--- src/rtl/modexp_pkg.sv ---
// Shared definitions for the modexp_param slice: FSM encoding, default widths and
// the iteration count of the interleaved modular multiplier.
package modexp_pkg;

    typedef enum logic [2:0] {
        StIdle,
        StLoad,
        StScan,
        StSqr,
        StMul,
        StDone
    } state_t;

    localparam int unsigned DefaultW  = 64;
    localparam int unsigned DefaultEW = DefaultW;

    // One multiplier bit is consumed per iteration.
    function automatic int unsigned modmul_iters(input int unsigned w);
        return w;
    endfunction

    // Load cycle plus iterations.
    function automatic int unsigned modmul_cycles(input int unsigned w);
        return modmul_iters(w) + 1;
    endfunction

endpackage

--- src/rtl/modmul_blakley.sv ---
// Blakley interleaved modular multiplier: p = a*b mod n, MSB-first over a, one bit per
// cycle. done and p are presented combinationally during the final iteration.
module modmul_blakley
    import modexp_pkg::*;
#(
    parameter int unsigned W = DefaultW
) (
    input  logic         clk,
    input  logic         rst,
    input  logic         start,
    input  logic [W-1:0] a,
    input  logic [W-1:0] b,
    input  logic [W-1:0] n,
    output logic [W-1:0] p,
    output logic         done
);
    localparam int unsigned CW = $clog2(W);

    logic [W+1:0]  r_q, t0, t1, t2, n_ext;
    logic [W-1:0]  a_q, b_q, n_q;
    logic [CW-1:0] cnt_q;
    logic          run_q;

    // r < n on entry, so 2r + b < 3n and two subtractions always suffice.
    always_comb begin
        n_ext = {2'b00, n_q};
        t0    = (r_q << 1) + {2'b00, b_q & {W{a_q[W-1]}}};
        t1    = (t0 >= n_ext) ? t0 - n_ext : t0;
        t2    = (t1 >= n_ext) ? t1 - n_ext : t1;
    end

    assign p    = t2[W-1:0];
    assign done = run_q && (cnt_q == '0);

    always_ff @(posedge clk or posedge rst) begin
        if (rst) begin
            r_q   <= '0;
            a_q   <= '0;
            b_q   <= '0;
            n_q   <= '0;
            cnt_q <= '0;
            run_q <= 1'b0;
        end else if (start) begin
            r_q   <= '0;
            a_q   <= a;
            b_q   <= b;
            n_q   <= n;
            cnt_q <= CW'(modmul_iters(W) - 1);
            run_q <= 1'b1;
        end else if (run_q) begin
            r_q <= t2;
            a_q <= a_q << 1;
            if (cnt_q == '0) begin
                run_q <= 1'b0;
            end else begin
                cnt_q <= cnt_q - CW'(1);
            end
        end
    end

endmodule

--- src/rtl/modexp_param.sv ---
// Left-to-right square-and-multiply modular exponentiation over a shared Blakley multiplier.
// Define MODEXP_SCAN_EN to skip leading zero exponent bits without squaring.
module modexp_param
    import modexp_pkg::*;
#(
    parameter int unsigned W  = DefaultW,
    parameter int unsigned EW = W
) (
    input  logic          clk,
    input  logic          rst,
    input  logic          start,
    input  logic [W-1:0]  base,
    input  logic [EW-1:0] exp,
    input  logic [W-1:0]  modulus,
    output logic [W-1:0]  result,
    output logic          busy,
    output logic          done,
    output logic          err
);
    localparam int unsigned PW = (EW > 1) ? $clog2(EW) : 1;

    state_t        state_q, state_d;
    logic [W-1:0]  base_q, mod_q, acc_q, acc_d, result_q, result_d;
    logic [EW-1:0] exp_q;
    logic [PW-1:0] ptr_q, ptr_d;
    logic          err_q, err_d, op_act_q, op_act_d;
    logic          capture, mm_start, mm_done;
    logic [W-1:0]  mm_b, mm_p;

    modmul_blakley #(
        .W(W)
    ) u_modmul (
        .clk  (clk),
        .rst  (rst),
        .start(mm_start),
        .a    (acc_q),
        .b    (mm_b),
        .n    (mod_q),
        .p    (mm_p),
        .done (mm_done)
    );

    always_comb begin
        state_d  = state_q;
        acc_d    = acc_q;
        ptr_d    = ptr_q;
        result_d = result_q;
        err_d    = err_q;
        op_act_d = op_act_q;
        capture  = 1'b0;
        mm_start = 1'b0;
        mm_b     = acc_q;
        case (state_q)
            StIdle: begin
                if (start) begin
                    capture  = 1'b1;
                    result_d = '0;
                    err_d    = 1'b0;
                    state_d  = StLoad;
                end
            end
            StLoad: begin
                if (mod_q == '0 || base_q >= mod_q) begin
                    err_d    = 1'b1;
                    result_d = '0;
                    state_d  = StDone;
                end else begin
                    acc_d = (mod_q == W'(1)) ? '0 : W'(1);
                    ptr_d = PW'(EW - 1);
`ifdef MODEXP_SCAN_EN
                    state_d = exp_q[EW-1] ? StSqr : StScan;
`else
                    state_d = StSqr;
`endif
                end
            end
            StScan: begin
                // ptr_q marks the zero bit being skipped this cycle.
                if (ptr_q == '0) begin
                    result_d = acc_q;
                    state_d  = StDone;
                end else begin
                    ptr_d = ptr_q - PW'(1);
                    if (exp_q[ptr_d]) begin
                        state_d = StSqr;
                    end
                end
            end
            StSqr, StMul: begin
                if (state_q == StMul) begin
                    mm_b = base_q;
                end
                if (!op_act_q) begin
                    mm_start = 1'b1;
                    op_act_d = 1'b1;
                end
                if (mm_done) begin
                    op_act_d = 1'b0;
                    acc_d    = mm_p;
                    if (state_q == StSqr && exp_q[ptr_q]) begin
                        state_d = StMul;
                    end else if (ptr_q == '0) begin
                        result_d = mm_p;
                        state_d  = StDone;
                    end else begin
                        ptr_d   = ptr_q - PW'(1);
                        state_d = StSqr;
                    end
                end
            end
            StDone: begin
                state_d = StIdle;
            end
            default: begin
                state_d = StIdle;
            end
        endcase
    end

    always_ff @(posedge clk or posedge rst) begin
        if (rst) begin
            state_q  <= StIdle;
            acc_q    <= '0;
            ptr_q    <= '0;
            result_q <= '0;
            err_q    <= 1'b0;
            op_act_q <= 1'b0;
            base_q   <= '0;
            exp_q    <= '0;
            mod_q    <= '0;
        end else begin
            state_q  <= state_d;
            acc_q    <= acc_d;
            ptr_q    <= ptr_d;
            result_q <= result_d;
            err_q    <= err_d;
            op_act_q <= op_act_d;
            if (capture) begin
                base_q <= base;
                exp_q  <= exp;
                mod_q  <= modulus;
            end
        end
    end

    assign result = result_q;
    assign err    = err_q;
    assign busy   = (state_q != StIdle);
    assign done   = (state_q == StDone);

endmodule

--- config.mk ---
export PLATFORM = sky130hd
export DESIGN_NAME = modexp_param
export DESIGN_NICKNAME = d
export VERILOG_FILES = /design/src/rtl/modexp_pkg.sv /design/src/rtl/modmul_blakley.sv /design/src/rtl/modexp_param.sv
export SDC_FILE = /design/constraint.sdc
export NUM_CORES = 2
export LEC_CHECK = 0
export CORE_ASPECT_RATIO = 0.6
export CORE_MARGIN = 3
export CORE_UTILIZATION = 61
export DETAILED_ROUTE_END_ITERATION = 8
export DONT_BUFFER_PORTS = 1
export GPL_TIMING_DRIVEN = 0
export HOLD_SLACK_MARGIN = 0.15
export PLACE_DENSITY = 0.85
export SLEW_MARGIN = 20
export SYNTH_ARGS = -nofsm -noshare
export SYNTH_HDL_FRONTEND = slang
export SYNTH_SLANG_ARGS = --single-unit
--- constraint.sdc ---
create_clock -name clk -period 62.8 [get_ports clk]
set_clock_uncertainty 0.15 [all_clocks]
set_input_delay 9.42 -clock clk [delete_from_list [all_inputs] [get_ports clk]]
set_output_delay 9.42 -clock clk [all_outputs]
set_load 0.02 [all_outputs]
Word-level counts from Yosys, hierarchy flattened:

Index checks and enable logic that the tools add are counted.

* logic and storage cells: 111
* output and inout bits: 67
* bits of input ports: 195
* register bits after elaboration: 595

* add/subtract/negate cells: 5
* reduce and logical (&&, ||, !) cells: 20
* eq/ne operators: 15
* muxes and demuxes: 50
* bitwise operators: 1
* $lt $le $gt $ge: 5

Operator list (count)
* 2-to-1 mux 64 bit: 12
* one-hot mux 64 bit (4 select lines): 1
* 2-to-1 mux 65 bit: 3
* >= comparator 66 x 64 -> 1 bit: 2
* one-hot mux 64 bit (2 select lines): 1
* adder 66 x 64 -> 66 bit: 1
* 2-to-1 mux 66 bit: 1
* subtractor 66 x 64 -> 66 bit: 1
* subtractor 65 x 64 -> 65 bit: 1
* AND 64 bit: 1
* equality test 64 x 1 -> 1 bit, second input constant: 1
* >= comparator 64 bit: 1
* zero test 64 bit: 1
* 2-to-1 mux 6 bit: 7
* 2-to-1 mux 3 bit: 7
* one-hot mux 6 bit (3 select lines): 1
* inequality test 2 bit, second input constant: 8
* less-than comparator 6 x 7 -> 1 bit, second input constant: 2
* 2-to-1 mux 1 bit: 13
* binary-select mux 1 bit (select 6 bit): 2
* zero test 6 bit: 2
* one-hot mux 3 bit (4 select lines): 1
* subtractor 6 x 1 -> 6 bit, second input constant: 2
* AND reduction 3 bit: 3
* 15 further kinds: 21

Longest topological paths before layout:

* depth after elaboration: 10
* gate-level depth with buffers: 44
* depth with buffers taken out: 36

Modules after synthesis:

A second synthesis with hierarchy kept.

* cell total of the unflattened synthesis: 4535
* area, all modules: 42434.4 sq um

By module, submodules not included
* modmul_blakley: instances 1, area an instance 25481.9 sq um, cells an instance 3160, seq. area each 6606.3 sq um
* modexp_param: instances 1, area an instance 16952.5 sq um, cells an instance 1375, seq. area each 8282.9 sq um

Worst setup path after synthesis:

No wires, ideal clock.

* kind: input to register
* start: in start
* end: reg base_q[10]
* data arrival time: 10.704 ns
* data required time: 62.525 ns
* buffers on the path: 3
* library setup time: 0.125 ns
* cell stages on the path: 5
* slack: 51.821 ns
* cell sequence: and3_1 clkbuf_1 clkbuf_1 clkbuf_1 mux2_2

* cells in the longest elaborated chain, start to end: 2

Ends and longest elaborated chain
* start: declaration: RTL line modexp_param.sv:11 `input logic start,`
* 2-to-1 mux 1 bit: RTL line modexp_param.sv:55 `if (start) begin`
* 2-to-1 mux 1 bit: RTL line modexp_param.sv:53 `case (state_q)`
* end signal: assignment: RTL line modexp_param.sv:139 `base_q <= base;`
* end: declaration: RTL line modexp_param.sv:23 `logic [W-1:0] base_q, mod_q, acc_q, acc_d, result_q, result_d;`

Every way passes these cells.
A chain may end at the register's enable or synchronous reset.

Final worst setup path:

* start: reg u_modmul.a_q[63]
* end: reg acc_q[56]

* cells in the longest elaborated chain, start to end: 8
* elaborated cells between the ends (all ways): 10
* those cells by class: add/sub: 3; order compare: 2; mux: 4; bitwise: 1

Ends and longest elaborated chain
* start: declaration: RTL line modmul_blakley.sv:20 `logic [W-1:0] a_q, b_q, n_q;`
* start signal: assignment: RTL line modmul_blakley.sv:52 `a_q <= a_q << 1;`
* AND 64 bit *: RTL line modmul_blakley.sv:27 `t0 = (r_q << 1) + {2'b00, b_q & {W{a_q[W-1]}}};`
* adder 66 x 64 -> 66 bit *: RTL line modmul_blakley.sv:27
* subtractor 66 x 64 -> 66 bit / >= comparator 66 x 64 -> 1 bit (equally long branches): RTL line modmul_blakley.sv:28 `t1 = (t0 >= n_ext) ? t0 - n_ext : t0;`
* 2-to-1 mux 66 bit *: RTL line modmul_blakley.sv:28
* subtractor 65 x 64 -> 65 bit / >= comparator 66 x 64 -> 1 bit (equally long branches): RTL line modmul_blakley.sv:29 `t2 = (t1 >= n_ext) ? t1 - n_ext : t1;`
* 2-to-1 mux 65 bit *: RTL line modmul_blakley.sv:29
* 2-to-1 mux 64 bit *: RTL line modexp_param.sv:97 `if (mm_done) begin`
* one-hot mux 64 bit (2 select lines) *: RTL line modexp_param.sv:53
* end signal: assignment: RTL line modexp_param.sv:123 `acc_q <= '0;`
* end signal: assignment: RTL line modexp_param.sv:133 `acc_q <= acc_d;`
* end: declaration: RTL line modexp_param.sv:23

Mark *: on every way between the ends. The rest lies on a longest branch, timed or not. The select of a mux whose other input is x is not followed.

==> summary.txt <==
Floorplan
  – CORE AREA: 64,800 µm²
  – Initial core utilization: 62.0%
  – Die W: 337 µm
  – Top Ports: 262
  – Die ar.: 69,000 µm²
  – Die height: 205 µm
  – # rows: 72

Synthesis
  – Avg Synthesized Cell Area: 8.87 µm²
  – EDFF count, synth: 0
  – Seq cells post-synth: 595
  – Async set-or-reset flop fraction in the synthesized netlist: 100%
  – Synth Instances: 4,523
  – Top_reg_cell synth: dfrtp_1
  – Distinct cells, synth: 92
  – Synth Net Count: 4,979
  – Sequential share of the synthesized area: 37.1%
  – Ys Warns: 0
  – Syn Std Cell Area: 40,100 µm²

Clock tree
  – Clk slew on worst S/H paths: 70 ps
  – Max Root-Sink Buffers: 3
  – Clk sinks: 595
  – Hold Buf Count CTS: 0
  – CTS tree: done
  – CTS Root Cell: clkbuf_16
  – Num CTS Buffers: 55
  – CTS resizes: 0
  – Worst-Skew Late Latency: 670 ps
  – Post-CTS setup repair buffer count: 0
  – H-tree levels: 2

Min path
  – Hold_sp: mod_q[54]$_DFFE_PP0P_
  – Hold Crit Depth: 2
  – WHS Endpoint: u_modmul.n_q[54]$_DFFE_PP0P_
  – Min-delay worst type: flip-flop to flip-flop

Route
  – Wire per inst: 28.1 µm
  – Via density: 6.93
  – DR iter-0 viols: 5,848
  – DRT Wirelength: 154,000 µm
  – Vias: 38,069
  – Routed Antenna Nets: 0
  – DRC Markers: 0
  – DRT Pass-1 Iters: 7

STA
  – Final hold viol count: 0
  – Setup TNS: 0 ps
  – Worst-margin pin slew: 1290 ps
  – RSZ-0062 raised after global routing: no
  – Crit path time final: 13,760 ps
  – Max-slew violation count: 0
  – Final setup fails: 0
  – Peak Freq: 72.7 MHz
  – Period utilization: 21.9%
  – Rel. slew slack: 14.3%

Critical path
  – Worst-case reg-to-reg path depth: 40
  – Cell depth of the worst setup path: 40
  – CP max-delay cell: o221ai_1
  – CP Capture Type: flip-flop
  – Worst r2r src: u_modmul.a_q[63]$_DFFE_PP0P_
  – Worst reg-to-reg setup slack: 49,040 ps
  – CP top delay family: compound AO/OA/AOI/OAI gates
  – Crit Path Class: flip-flop to flip-flop
  – Worst-path maximum fanout: 10
  – Startpoint Class: flip-flop
  – Crit path buf inv count: 7
  – Arrival time at the worst endpoint: 14,120 ps
  – CP max stage delay: 960 ps
  – Required @ worst endpoint: 63,150 ps
  – R2r endpoint: acc_q[56]$_DFFE_PP0P_

Run status
  – Status: completed

Placement
  – HPWL Detailed: 122,000 µm
  – Routability cong.: 1.08
  – IO Port Bufs: 0

Global routing
  – Vias in the first global route: 35,374
  – Initial antenna violation count: 15
  – Tot GR Track Use: 44.0%
  – Largest net degree at the start of global routing: 103
  – Grt ovf: 0
  – Global-route wire length before repair: 227,000 µm

Run
  – Max-cap violation count: 0

Finish
  – Final nets: 5,045
  – Layout cells sized above 1: 8.94%
  – Area Overhead vs Synth: 7.91%
-- layout make-up --
cell class | count | area, µm²
fill | 5238 | 21500
buffer | 262 | 1090
clock inverter | 24 | 282
timing repair buffer | 9 | 208
clock buffer | 75 | 1520
multi-input combinational | 3462 | 23500
sequential | 595 | 14900
inverter | 204 | 773
antenna | 12 | 30.0
tap | 851 | 1060
-- cells by family (layout without fill, tap and decap cells) --
group	Yosys count	count (layout)	synth area share, %
XOR/XNOR	175	175	3.82
adder cells (fa/ha/maj)	261	261	8.19
buffers and inverters	466	574	4.57
AND/OR/NAND/NOR	1345	1345	15.2
AO/OA/AOI/OAI	1315	1315	20.2
flip-flops	595	595	37.1
multiplexers	366	366	10.8
other	0	12	0
-- layer usage --
layer | up-vias | GRT usage (%) | wire length (µm)
li1 | 16433 | - | -
met1 | 18404 | 66.1 | 65500
met2 | 2850 | 56.3 | 58100
met3 | 366 | 18.3 | 25300
met4 | 16 | 13.7 | 5240
met5 | - | 0 | 107
-- flip-flops by register name, indices dropped and copies added (netlist names) --
signal          flops
op_act_q            1
mod_q              64
state_q             3
u_modmul.run_q      1
u_modmul.n_q       64
exp_q              64
base_q             64
u_modmul.cnt_q      6
u_modmul.r_q       65
acc_q              64
err                 1
u_modmul.b_q       64
u_modmul.a_q       64
ptr_q               6
result             64
-- worst min-delay path, stage by stage, from the launching register on --
cell and delay [ps]:
dfrtp_1 370, nand2_1 50, o21ai_0 60
-- cells in the final DEF (no fill, tap or decap), types with 35 or more instances in the layout --
| master | instances |
|---|---|
| nand2_1 | 631 |
| dfrtp_1 | 595 |
| o21ai_0 | 436 |
| a21oi_1 | 303 |
| ha_1 | 258 |
| nor2_1 | 227 |
| clkbuf_1 | 219 |
| inv_1 | 203 |
| mux2_2 | 186 |
| mux2i_1 | 143 |
| nand3_1 | 135 |
| xnor2_1 | 116 |
| a31oi_1 | 114 |
| a21o_1 | 107 |
| and2_1 | 82 |
| o211ai_1 | 70 |
| nand4_1 | 67 |
| xor2_1 | 59 |
| clkbuf_16 | 55 |
| nor3_1 | 49 |
| o21bai_1 | 44 |
| mux4_2 | 36 |
| o31ai_1 | 35 |
-- cell usage after synthesis, types with 44 or more instances --
cell | instances | area share (%)
a31oi_1 | 114 | 1.8
nor2_1 | 228 | 2.1
o21bai_1 | 44 | 0.82
inv_1 | 204 | 1.9
and2_1 | 82 | 1.3
clkbuf_1 | 221 | 2.1
ha_1 | 258 | 8.0
mux2_2 | 186 | 5.2
nand2_1 | 632 | 5.9
dfrtp_1 | 595 | 37
a21o_1 | 107 | 2.0
mux2i_1 | 143 | 3.6
nand4_1 | 67 | 1.0
nor3_1 | 49 | 0.61
a21oi_1 | 303 | 3.8
o211ai_1 | 70 | 1.3
xor2_1 | 59 | 1.3
nand3_1 | 135 | 1.7
o21ai_0 | 436 | 5.4
xnor2_1 | 116 | 2.5
-- worst max path at each step --
| stage | start | to | slack, ps |
|---|---|---|---|
| floorplan | rst | acc_q[0]$_DFFE_PP0P_ | 36580 |
| detailed placement | u_modmul.a_q[63]$_DFFE_PP0P_ | result[2]$_DFFE_PP0P_ | 49290 |
| global placement | rst | result[54]$_DFFE_PP0P_ | 30470 |
| global route | u_modmul.a_q[63]$_DFFE_PP0P_ | result[2]$_DFFE_PP0P_ | 48700 |
| CTS | u_modmul.a_q[63]$_DFFE_PP0P_ | result[2]$_DFFE_PP0P_ | 49230 |
| finish | u_modmul.a_q[63]$_DFFE_PP0P_ | acc_q[56]$_DFFE_PP0P_ | 49040 |
-- per-stage QoR --
| step | cell area, µm² | hold slack [ps] | util [%] | setup WS [ps] | cells |
|---|---|---|---|---|---|
| after floorplan | 40100 | 314 | - | 36580 | 4523 |
| after global placement | 41200 | 337 | 63.6 | 30470 | 5374 |
| after detailed placement | 41500 | 350 | 64.0 | 49290 | 5383 |
| after CTS | 43300 | 366 | 66.8 | 49230 | 5482 |
| after global routing | 43300 | 404 | 66.8 | 48700 | 5486 |
| final | 43300 | 367 | 66.9 | 49040 | 5494 |
Power is left out: the tool's default activity adds up to more than one toggle a clock period on the data nets, which glitch-free logic cannot reach.
